==> src/rtl/dsa_pkg.sv <==
// Shared types and defaults for the bilinear DSA fetch path.
package dsa_pkg;

    localparam int unsigned DSA_ADDR_W = 18;
    localparam int unsigned DSA_PIX_W  = 8;
    localparam int unsigned DSA_FRAC_W = 8;
    localparam int unsigned DIM_W      = 16;

    typedef enum logic [2:0] {
        ST_IDLE,
        ST_CALC,
        ST_ROW,
        ST_ISSUE,
        ST_WAIT,
        ST_DONE
    } fetch_state_t;

    // Read order; bit 1 selects the row (y0/y1), bit 0 the column (x0/x1).
    localparam logic [1:0] NB_00 = 2'd0;
    localparam logic [1:0] NB_01 = 2'd1;
    localparam logic [1:0] NB_10 = 2'd2;
    localparam logic [1:0] NB_11 = 2'd3;

endpackage

==> src/rtl/dsa_coord_map.sv <==
// One axis of output->source mapping: fixed-point scale, then clamp of both neighbours.
module dsa_coord_map
    import dsa_pkg::*;
#(
    parameter int unsigned FRAC_W = DSA_FRAC_W
) (
    input  logic [DIM_W-1:0]  dst,
    input  logic [DIM_W-1:0]  scale,
    input  logic [DIM_W-1:0]  dim,
    output logic [DIM_W-1:0]  i0,
    output logic [DIM_W-1:0]  i1,
    output logic [FRAC_W-1:0] frac
);

    localparam int unsigned MW = 2 * DIM_W;
    localparam int unsigned PW = DIM_W + FRAC_W;

    logic [PW-1:0]    prod;
    logic [DIM_W-1:0] int_v;
    logic [DIM_W-1:0] dm1;

    always_comb begin
        prod  = PW'(MW'(dst) * MW'(scale));
        int_v = prod[PW-1:FRAC_W];
        dm1   = (dim == '0) ? '0 : dim - DIM_W'(1);
        i0    = dm1;
        i1    = dm1;
        frac  = '0;
        if (int_v <= dm1) begin
            i0   = int_v;
            i1   = (int_v < dm1) ? int_v + DIM_W'(1) : dm1;
            frac = prod[FRAC_W-1:0];
        end
    end

endmodule

==> src/rtl/dsa_pixel_fetch.sv <==
// Fetch stage: maps an output coordinate to four clamped source neighbours and reads them serially.
module dsa_pixel_fetch
    import dsa_pkg::*;
#(
    parameter int unsigned ADDR_W = DSA_ADDR_W,
    parameter int unsigned PIX_W  = DSA_PIX_W,
    parameter int unsigned FRAC_W = DSA_FRAC_W
) (
    input  logic              clk,
    input  logic              rst,
    input  logic              fetch_req,
    input  logic [15:0]       dst_x,
    input  logic [15:0]       dst_y,
    input  logic [15:0]       img_width_in,
    input  logic [15:0]       img_height_in,
    input  logic [15:0]       scale_x,
    input  logic [15:0]       scale_y,
    input  logic [ADDR_W-1:0] base_addr,
    output logic              mem_rd,
    output logic [ADDR_W-1:0] mem_addr,
    input  logic [PIX_W-1:0]  mem_rdata,
    input  logic              mem_rvalid,
    output logic [PIX_W-1:0]  p00,
    output logic [PIX_W-1:0]  p01,
    output logic [PIX_W-1:0]  p10,
    output logic [PIX_W-1:0]  p11,
    output logic [FRAC_W-1:0] frac_x,
    output logic [FRAC_W-1:0] frac_y,
    output logic              fetch_done,
    output logic              busy
);

    localparam int unsigned MW = 2 * DIM_W;

    fetch_state_t state_q, state_d;

    logic [DIM_W-1:0]  dx_q, dx_d, dy_q, dy_d, w_q, w_d, h_q, h_d;
    logic [DIM_W-1:0]  sx_q, sx_d, sy_q, sy_d;
    logic [ADDR_W-1:0] base_q, base_d;
    logic [DIM_W-1:0]  x0_q, x0_d, x1_q, x1_d, y0_q, y0_d, y1_q, y1_d;
    logic [FRAC_W-1:0] fx_q, fx_d, fy_q, fy_d;
    logic [ADDR_W-1:0] row0_q, row0_d, row1_q, row1_d;
    logic [1:0]        idx_q, idx_d;
    logic [PIX_W-1:0]  shadow_q [4];
    logic [PIX_W-1:0]  shadow_d [4];

    logic              mem_rd_q, mem_rd_d, done_q, done_d, busy_q, busy_d;
    logic [ADDR_W-1:0] addr_q, addr_d, row_sel;
    logic [PIX_W-1:0]  p00_q, p00_d, p01_q, p01_d, p10_q, p10_d, p11_q, p11_d;
    logic [FRAC_W-1:0] ofx_q, ofx_d, ofy_q, ofy_d;

    logic [DIM_W-1:0]  cx0, cx1, cy0, cy1;
    logic [FRAC_W-1:0] cfx, cfy;

    dsa_coord_map #(.FRAC_W(FRAC_W)) u_map_x (
        .dst(dx_q), .scale(sx_q), .dim(w_q), .i0(cx0), .i1(cx1), .frac(cfx)
    );

    dsa_coord_map #(.FRAC_W(FRAC_W)) u_map_y (
        .dst(dy_q), .scale(sy_q), .dim(h_q), .i0(cy0), .i1(cy1), .frac(cfy)
    );

    // Next-state and next-output logic; registered outputs are loaded from the _d view.
    always_comb begin
        state_d  = state_q;
        dx_d     = dx_q;   dy_d   = dy_q;   w_d    = w_q;    h_d    = h_q;
        sx_d     = sx_q;   sy_d   = sy_q;   base_d = base_q;
        x0_d     = x0_q;   x1_d   = x1_q;   y0_d   = y0_q;   y1_d   = y1_q;
        fx_d     = fx_q;   fy_d   = fy_q;
        row0_d   = row0_q; row1_d = row1_q; idx_d  = idx_q;
        shadow_d = shadow_q;
        mem_rd_d = 1'b0;
        done_d   = 1'b0;
        addr_d   = addr_q;
        p00_d    = p00_q;  p01_d  = p01_q;  p10_d  = p10_q;  p11_d  = p11_q;
        ofx_d    = ofx_q;  ofy_d  = ofy_q;
        row_sel  = '0;

        unique case (state_q)
            ST_IDLE: begin
                if (fetch_req) begin
                    dx_d    = dst_x;          dy_d = dst_y;
                    w_d     = img_width_in;   h_d  = img_height_in;
                    sx_d    = scale_x;        sy_d = scale_y;
                    base_d  = base_addr;
                    state_d = ST_CALC;
                end
            end
            ST_CALC: begin
                x0_d    = cx0; x1_d = cx1; fx_d = cfx;
                y0_d    = cy0; y1_d = cy1; fy_d = cfy;
                state_d = ST_ROW;
            end
            ST_ROW: begin
                row0_d  = base_q + ADDR_W'(MW'(y0_q) * MW'(w_q));
                row1_d  = base_q + ADDR_W'(MW'(y1_q) * MW'(w_q));
                idx_d   = NB_00;
                state_d = ST_ISSUE;
            end
            ST_ISSUE: state_d = ST_WAIT;
            ST_WAIT: begin
                if (mem_rvalid) begin
                    shadow_d[idx_q] = mem_rdata;
                    if (idx_q == NB_11) begin
                        state_d = ST_DONE;
                    end else begin
                        idx_d   = 2'(idx_q + 2'd1);
                        state_d = ST_ISSUE;
                    end
                end
            end
            ST_DONE: state_d = ST_IDLE;
            default: state_d = ST_IDLE;
        endcase

        if (state_d == ST_ISSUE) begin
            mem_rd_d = 1'b1;
            row_sel  = idx_d[1] ? row1_d : row0_d;
            addr_d   = row_sel + ADDR_W'(idx_d[0] ? x1_q : x0_q);
        end

        if (state_d == ST_DONE) begin
            p00_d  = shadow_d[NB_00];
            p01_d  = shadow_d[NB_01];
            p10_d  = shadow_d[NB_10];
            p11_d  = shadow_d[NB_11];
            ofx_d  = fx_q;
            ofy_d  = fy_q;
            done_d = 1'b1;
        end

        busy_d = (state_d != ST_IDLE);
    end

    always_ff @(posedge clk or posedge rst) begin
        if (rst) begin
            state_q  <= ST_IDLE;
            dx_q     <= '0; dy_q <= '0; w_q <= '0; h_q <= '0;
            sx_q     <= '0; sy_q <= '0; base_q <= '0;
            x0_q     <= '0; x1_q <= '0; y0_q <= '0; y1_q <= '0;
            fx_q     <= '0; fy_q <= '0;
            row0_q   <= '0; row1_q <= '0; idx_q <= '0;
            for (int i = 0; i < 4; i++) shadow_q[i] <= '0;
            mem_rd_q <= 1'b0; done_q <= 1'b0; busy_q <= 1'b0;
            addr_q   <= '0;
            p00_q    <= '0; p01_q <= '0; p10_q <= '0; p11_q <= '0;
            ofx_q    <= '0; ofy_q <= '0;
        end else begin
            state_q  <= state_d;
            dx_q     <= dx_d; dy_q <= dy_d; w_q <= w_d; h_q <= h_d;
            sx_q     <= sx_d; sy_q <= sy_d; base_q <= base_d;
            x0_q     <= x0_d; x1_q <= x1_d; y0_q <= y0_d; y1_q <= y1_d;
            fx_q     <= fx_d; fy_q <= fy_d;
            row0_q   <= row0_d; row1_q <= row1_d; idx_q <= idx_d;
            for (int i = 0; i < 4; i++) shadow_q[i] <= shadow_d[i];
            mem_rd_q <= mem_rd_d; done_q <= done_d; busy_q <= busy_d;
            addr_q   <= addr_d;
            p00_q    <= p00_d; p01_q <= p01_d; p10_q <= p10_d; p11_q <= p11_d;
            ofx_q    <= ofx_d; ofy_q <= ofy_d;
        end
    end

    assign mem_rd     = mem_rd_q;
    assign mem_addr   = addr_q;
    assign p00        = p00_q;
    assign p01        = p01_q;
    assign p10        = p10_q;
    assign p11        = p11_q;
    assign frac_x     = ofx_q;
    assign frac_y     = ofy_q;
    assign fetch_done = done_q;
    assign busy       = busy_q;

endmodule

==> config.mk <==
export PLATFORM = sky130hd
export DESIGN_NAME = dsa_pixel_fetch
export DESIGN_NICKNAME = d
export VERILOG_FILES = /design/src/rtl/dsa_pkg.sv /design/src/rtl/dsa_coord_map.sv /design/src/rtl/dsa_pixel_fetch.sv
export SDC_FILE = /design/constraint.sdc
export NUM_CORES = 2
export LEC_CHECK = 0
export BUFFER_PORTS_ARGS = -buffer_cell sky130_fd_sc_hd__buf_2
export CORE_MARGIN = 10
export CORE_UTILIZATION = 60
export CTS_CLUSTER_SIZE = 16
export DETAILED_ROUTE_END_ITERATION = 12
export PLACE_DENSITY = 0.81
export SLEW_MARGIN = 20
export SYNTH_ARGS = -nofsm -noshare
export SYNTH_HDL_FRONTEND = slang
export SYNTH_SLANG_ARGS = --single-unit
==> constraint.sdc <==
create_clock -name clk -period 11 [get_ports clk]
set_input_delay 0.55 -clock clk [delete_from_list [all_inputs] [get_ports clk]]
set_output_delay 0.55 -clock clk [all_outputs]
set_load 0.1 [all_outputs]
Word-level counts from Yosys, hierarchy flattened
Index checks and enable logic that the tools add are counted.
{ "totals": {"register_bits": 336, "wordCells": 91} }
{ "classes": {"n_addsub": 8, "mul": 4, "n_lt_le_gt_ge": 6, "n_eq_ne": 7, "mux": 28, "n_bitwise": 1, "n_reduce_logical": 6} }
{ "ops": {"columns": ["op", "count"], "rows": [
  ["$mux W16", 9],
  ["$mux W32", 2],
  ["$mux W18", 3],
  ["$mul A16 B16 Y24", 2],
  ["$add A18 B18 Y18", 2],
  ["$mul A16 B16 Y18", 2],
  ["$add A16 B1 Y16 const B", 2],
  ["$bwmux W32", 1],
  ["$le A16 B16 Y1", 2],
  ["$logic_not A16 Y1", 2],
  ["$lt A16 B16 Y1", 2],
  ["$sub A16 B1 Y16 const B", 2],
  ["$mux W8", 3],
  ["$add A18 B16 Y18", 1],
  ["$demux W8 S2", 1],
  ["$pmux W3 S5", 1],
  ["$eq A3 B2 Y1 const B", 3],
  ["$mux W3", 3],
  ["$eq A3 B3 Y1 const B", 2],
  ["$mux W2", 2],
  ["$pmux W2 S2", 1],
  ["$eq A3 B1 Y1 const B", 1],
  ["$ge A3 B3 Y1 const B", 1],
  ["$logic_not A3 Y1", 1],
  ["other kinds (8)", 9]
]} }

Depth between registers and ports, before layout
{ "depth": {"depth_word": 8, "ltp_mapped": 34} }

By module
From an unflattened synthesis, not the netlist that was laid out.
{ "unflattened": {"hier_cells": 4317, "hier_area_um2": 41263.3} }
{ "by_module_without_submodules": {"columns": ["module", "instances", "cells_per_inst", "area_per_inst_um2", "seq_area_each_um2"], "rows": [
  ["dsa_pixel_fetch", 1, 2286, 23955.5, 8207.9],
  ["dsa_coord_map at u_map_x", 1, 1040, 8747.1, 0.0],
  ["dsa_coord_map at u_map_y", 1, 991, 8560.7, 0.0]
]} }

Least setup slack after synthesis
OpenSTA, ideal clock, no wires.
{ "synth_path": {"path_type": "register to register", "startpoint": "register sy_q[1]", "endpoint": "register y0_q[15]", "arrival_ns": 8.137, "t_required_ns": 10.874, "slack_ns": 2.737, "path_stages_with_launch": 30, "cell_sequence": "dfrtp_1 -> clkbuf_1 -> nand2_1 -> fa_1 -> fa_1 -> inv_1 -> fa_1 -> inv_1 -> fa_1 -> fa_1 -> fa_1 -> inv_1 -> ha_1 -> clkbuf_1 -> and4_1 -> and2_1 -> o2111ai_1 -> a31oi_1 -> xor2_1 -> ha_1 -> a21o_1 -> a2111oi_1 -> o21bai_1 -> a41oi_1 -> o21ai_1 -> or4_1 -> buf_2 -> a21boi_4 -> buf_6 -> a221o_1"} }
{ "synth_via": {"elab_chain_len": 3} }
{ "synth_rtl": {"columns": ["item", "line", "rtl"], "rows": [
  ["from (decl)", "dsa_pixel_fetch.sv:38", "logic [DIM_W-1:0] sx_q, sx_d, sy_q, sy_d;"],
  ["from (signal assigned)", "dsa_pixel_fetch.sv:139", "sx_q <= '0; sy_q <= '0; base_q <= '0;"],
  ["from (signal assigned)", "dsa_pixel_fetch.sv:151", "sx_q <= sx_d; sy_q <= sy_d; base_q <= base_d;"],
  ["$mul A16 B16 Y24 (*)", "dsa_coord_map.sv:23", "prod = PW'(MW'(dst) * MW'(scale));"],
  ["$le A16 B16 Y1", "dsa_coord_map.sv:29", "if (int_v <= dm1) begin"],
  ["$mux W16 (*)", "dsa_coord_map.sv:29", null],
  ["to (signal assigned)", "dsa_pixel_fetch.sv:140", "x0_q <= '0; x1_q <= '0; y0_q <= '0; y1_q <= '0;"],
  ["to (signal assigned)", "dsa_pixel_fetch.sv:152", "x0_q <= x0_d; x1_q <= x1_d; y0_q <= y0_d; y1_q <= y1_d;"],
  ["to (decl)", "dsa_pixel_fetch.sv:40", "logic [DIM_W-1:0] x0_q, x0_d, x1_q, x1_d, y0_q, y0_d, y1_q, y1_d;"]
]} }
Every way passes the cells marked *; elsewhere a longest branch is shown, timed or not.
A chain may end at the register's enable or synchronous reset.

Worst setup path after layout
{ "layout_path": {"startpoint": "register dy_q[7]", "endpoint": "register y0_q[11]"} }
{ "layout_via": {"elab_chain_len": 3} }
{ "layout_rtl": {"columns": ["item", "line", "rtl"], "rows": [
  ["from (decl)", "dsa_pixel_fetch.sv:37", "logic [DIM_W-1:0] dx_q, dx_d, dy_q, dy_d, w_q, w_d, h_q, h_d;"],
  ["from (signal assigned)", "dsa_pixel_fetch.sv:138", "dx_q <= '0; dy_q <= '0; w_q <= '0; h_q <= '0;"],
  ["from (signal assigned)", "dsa_pixel_fetch.sv:150", "dx_q <= dx_d; dy_q <= dy_d; w_q <= w_d; h_q <= h_d;"],
  ["$mul A16 B16 Y24 (*)", "dsa_coord_map.sv:23", null],
  ["$le A16 B16 Y1", "dsa_coord_map.sv:29", null],
  ["$mux W16 (*)", "dsa_coord_map.sv:29", null]
]} }
Marked as above.

==> run summary <==
#FFs+latches synth: 328
Most frequent CP cell: fa_1
Share of layout cells above drive strength 1: 9.95%
Final worst-path cycle share: 84.9%
RSZ-0062 raised after global routing: false
Die W: 280 µm
Startpoint types: flip-flop
Setup Skew: 28.2 ps
Async SR Flop Fraction: 100%
Post-synth top area cell: fa_1
Clock Sinks: 328
DR vias: 30.6k
Root buffer cell: clkbuf_16
Setup TNS: 0 ps
Crit path max-delay cell type: or4_1
Clock latency on the worst-skew pair: 590 ps
Gpl congestion: 0.938
Ranking of synthesized cells by area: fa_1 29%, dfrtp_1 20%, ha_1 9.2%
Max Root-Sink Buffers: 3
Full die area: 78,400 µm²
Synth warn: 0
Post-DP HPWL: 79.2 mm
Final instance area: 43,500 µm²
Syn-to-layout area delta: 7.36%
Post-synth EDFFs: 0
Post-CTS Resized: 0
Vias in the first global route: 32.3k
Register area share after synthesis: 20.2%
Dpl cell area: 42,000 µm²
Detailed Route WL: 104 mm
Initial antenna violation count: 2
Critical Path RT: 11,410 ps
CP endpoint kind: flip-flop
Final setup viols: 0
Area fraction of the dominant cell type after synthesis: 28.8%
Max_cap viols: 0
Starting Density: 60.5%
Worst slew pin tran: 1160 ps
Rows: 95
Routed len/inst: 19.0 µm
TritonCTS clock tree: yes
Core Util, Final: 64.9%
Core area: 67,000 µm²
DRC Markers: 0
IO Count: 195
Avg Inst Size Synth: 9.03 µm²
Post-route ant nets: 0
Cell variety after synth: 77
Slew HR: 22.8%
Slew Limit Fails: 0
Largest net degree at the start of global routing: 105
Reg area: 8210 µm²
Min-Delay Path Class: input pin to async pin
Crit Path Class: flip-flop to flip-flop
First-pass DRT Iterations: 5
Postcts setup bufs: 0
CTS buffer count: 39
First-pass GRT wire length: 170 mm
Net count after synthesis: 5,497
CP Max Fanout: 27
Worst stage delay on the critical path: 960 ps
Fill cell count: 5,365
Die Y: 280 µm
Nets: 5,550
Commonest register cell after synthesis: dfrtp_1
Final Hold Fails: 0
Critical Path AT: 9750 ps
Cells after synthesis: 4,490
CTS clk-pin slew, worst paths: 70 ps
Status: complete, no violations
Vias/cell: 5.61
Post-route minimum period: 9340 ps
Max Freq: 0.107 GHz
Gr usage total: 27.1%
Hold Buf Count CTS: 0
Synth Cell Area: 40,600 µm²
DRT iter0 DRCs: 2,350
Congestion Overflow GR: 0
R2r worst-path depth: 26
Area of the multi-input gates: 28,500 µm²
H-tree lvl count: 2
# port buffers: 194
[worst max-delay path: cells and delay by family, from the launching register on]
kind / cells / cell delay, ps
adders and majority gates: 8 / 3740
AOI/OAI and AO/OA: 9 / 2230
and+or+nand+nor: 4 / 1580
DFF: 1 / 750
xor gates and xnor gates: 1 / 440
muxes: 1 / 270
buffers and inverters: 3 / 160
[cells in the final DEF, fill, tap and decap left out, drive strengths merged, types with 15 or more instances in the layout]
| master | synthesis | layout |
|---|---|---|
| a21o | 27 | 27 |
| a21oi | 81 | 81 |
| mux2i | 42 | 42 |
| nand2 | 887 | 887 |
| mux2 | 145 | 145 |
| nor2b | 19 | 19 |
| xnor2 | 155 | 155 |
| nor3 | 52 | 52 |
| ha | 298 | 298 |
| fa | 583 | 583 |
| xor2 | 43 | 43 |
| o21ai | 143 | 143 |
| dfrtp | 328 | 328 |
| inv | 809 | 810 |
| nand2b | 15 | 15 |
| buf | 12 | 221 |
| nand3 | 33 | 33 |
| and2 | 304 | 304 |
| nor2 | 97 | 97 |
| clkbuf | 197 | 53 |
| o21a | 24 | 24 |
[cell type report]
class,count,share of cell area [%]
well taps,873,2.51
clock inverters,19,0.805
clock buffers,53,2.59
diodes,1,0.00575
repair buffers,221,2.70
inverters,810,7.00
multi-input cells,3143,65.5
flip-flops and latches,328,18.9
[registers in the layout, summed over array words and instances, names as in the netlist, 18 cells and up]
register	flops
row0_q	18
row1_q	18
mem_addr	18
base_q	18
shadow_q	24
[layer usage]
metal / track usage (%) / share of wire (%)
met1: 34.4 / 40
met2: 45.0 / 47
met3: 5.46 / 8.7
met4: 11.1 / 4.3
met5: 0 / 0.0068
[per-stage QoR]
step / instances / worst slack [ps] / hold slack, ps
after global placement: 5375 / 1980 / 445
after floorplan: 4490 / 1370 / 429
final: 5448 / 1660 / 54.1
after global routing: 5448 / 1200 / 124
after detailed placement: 5375 / 1750 / 454
after CTS: 5447 / 1710 / 102
[final timing paths]
kind	slack [ps]	from	end
worst min-delay path	50	rst	fetch_done
worst max register to register	1660	dy_q[7]	y0_q[11]
worst min register to register	470	fx_q[0]	frac_x[0]
worst max-delay path	1660	dy_q[7]	y0_q[11]
max in group asynchronous	9390	rst	row1_q[0]
min in group clk	170	base_addr[14]	base_q[14]
[cell usage after synthesis, types with 5 or more instances]
master,instances
nand2_1,887
o211ai_1,11
o21ai_0,128
nor3b_1,7
inv_1,809
xnor2_1,155
xor2_1,43
nand2b_1,15
a21o_1,27
a221o_1,7
and2_1,304
mux2_2,145
nor3_1,52
fa_1,583
mux2i_1,42
a22o_1,6
a2111oi_0,5
o21a_1,24
clkbuf_1,197
nor2b_1,19
nand4_1,9
o21ai_1,15
a211oi_1,11
o31ai_1,13
a31oi_1,10
and3_1,14
nor4_1,9
dfrtp_1,328
buf_1,5
o21bai_1,10
a21oi_1,80
ha_1,298
nand3_1,33
buf_2,5
nor2_1,97
or3_1,7
[kinds of logic (layout without fill, tap and decap cells)]
group	count (synthesis)	after routing	synth area share, %
DFF	328	328	20.2
buffers and inverters	1019	1103	9.48
AOI/OAI and AO/OA	400	400	6.31
xor gates and xnor gates	199	199	4.33
adders and majority gates	881	881	38.0
muxes	187	187	5.06
and+or+nand+nor	1476	1476	16.6
other	0	1	0
Power is left out: the tool's default activity adds up to more than one toggle a clock period on the data nets, which glitch-free logic cannot reach.
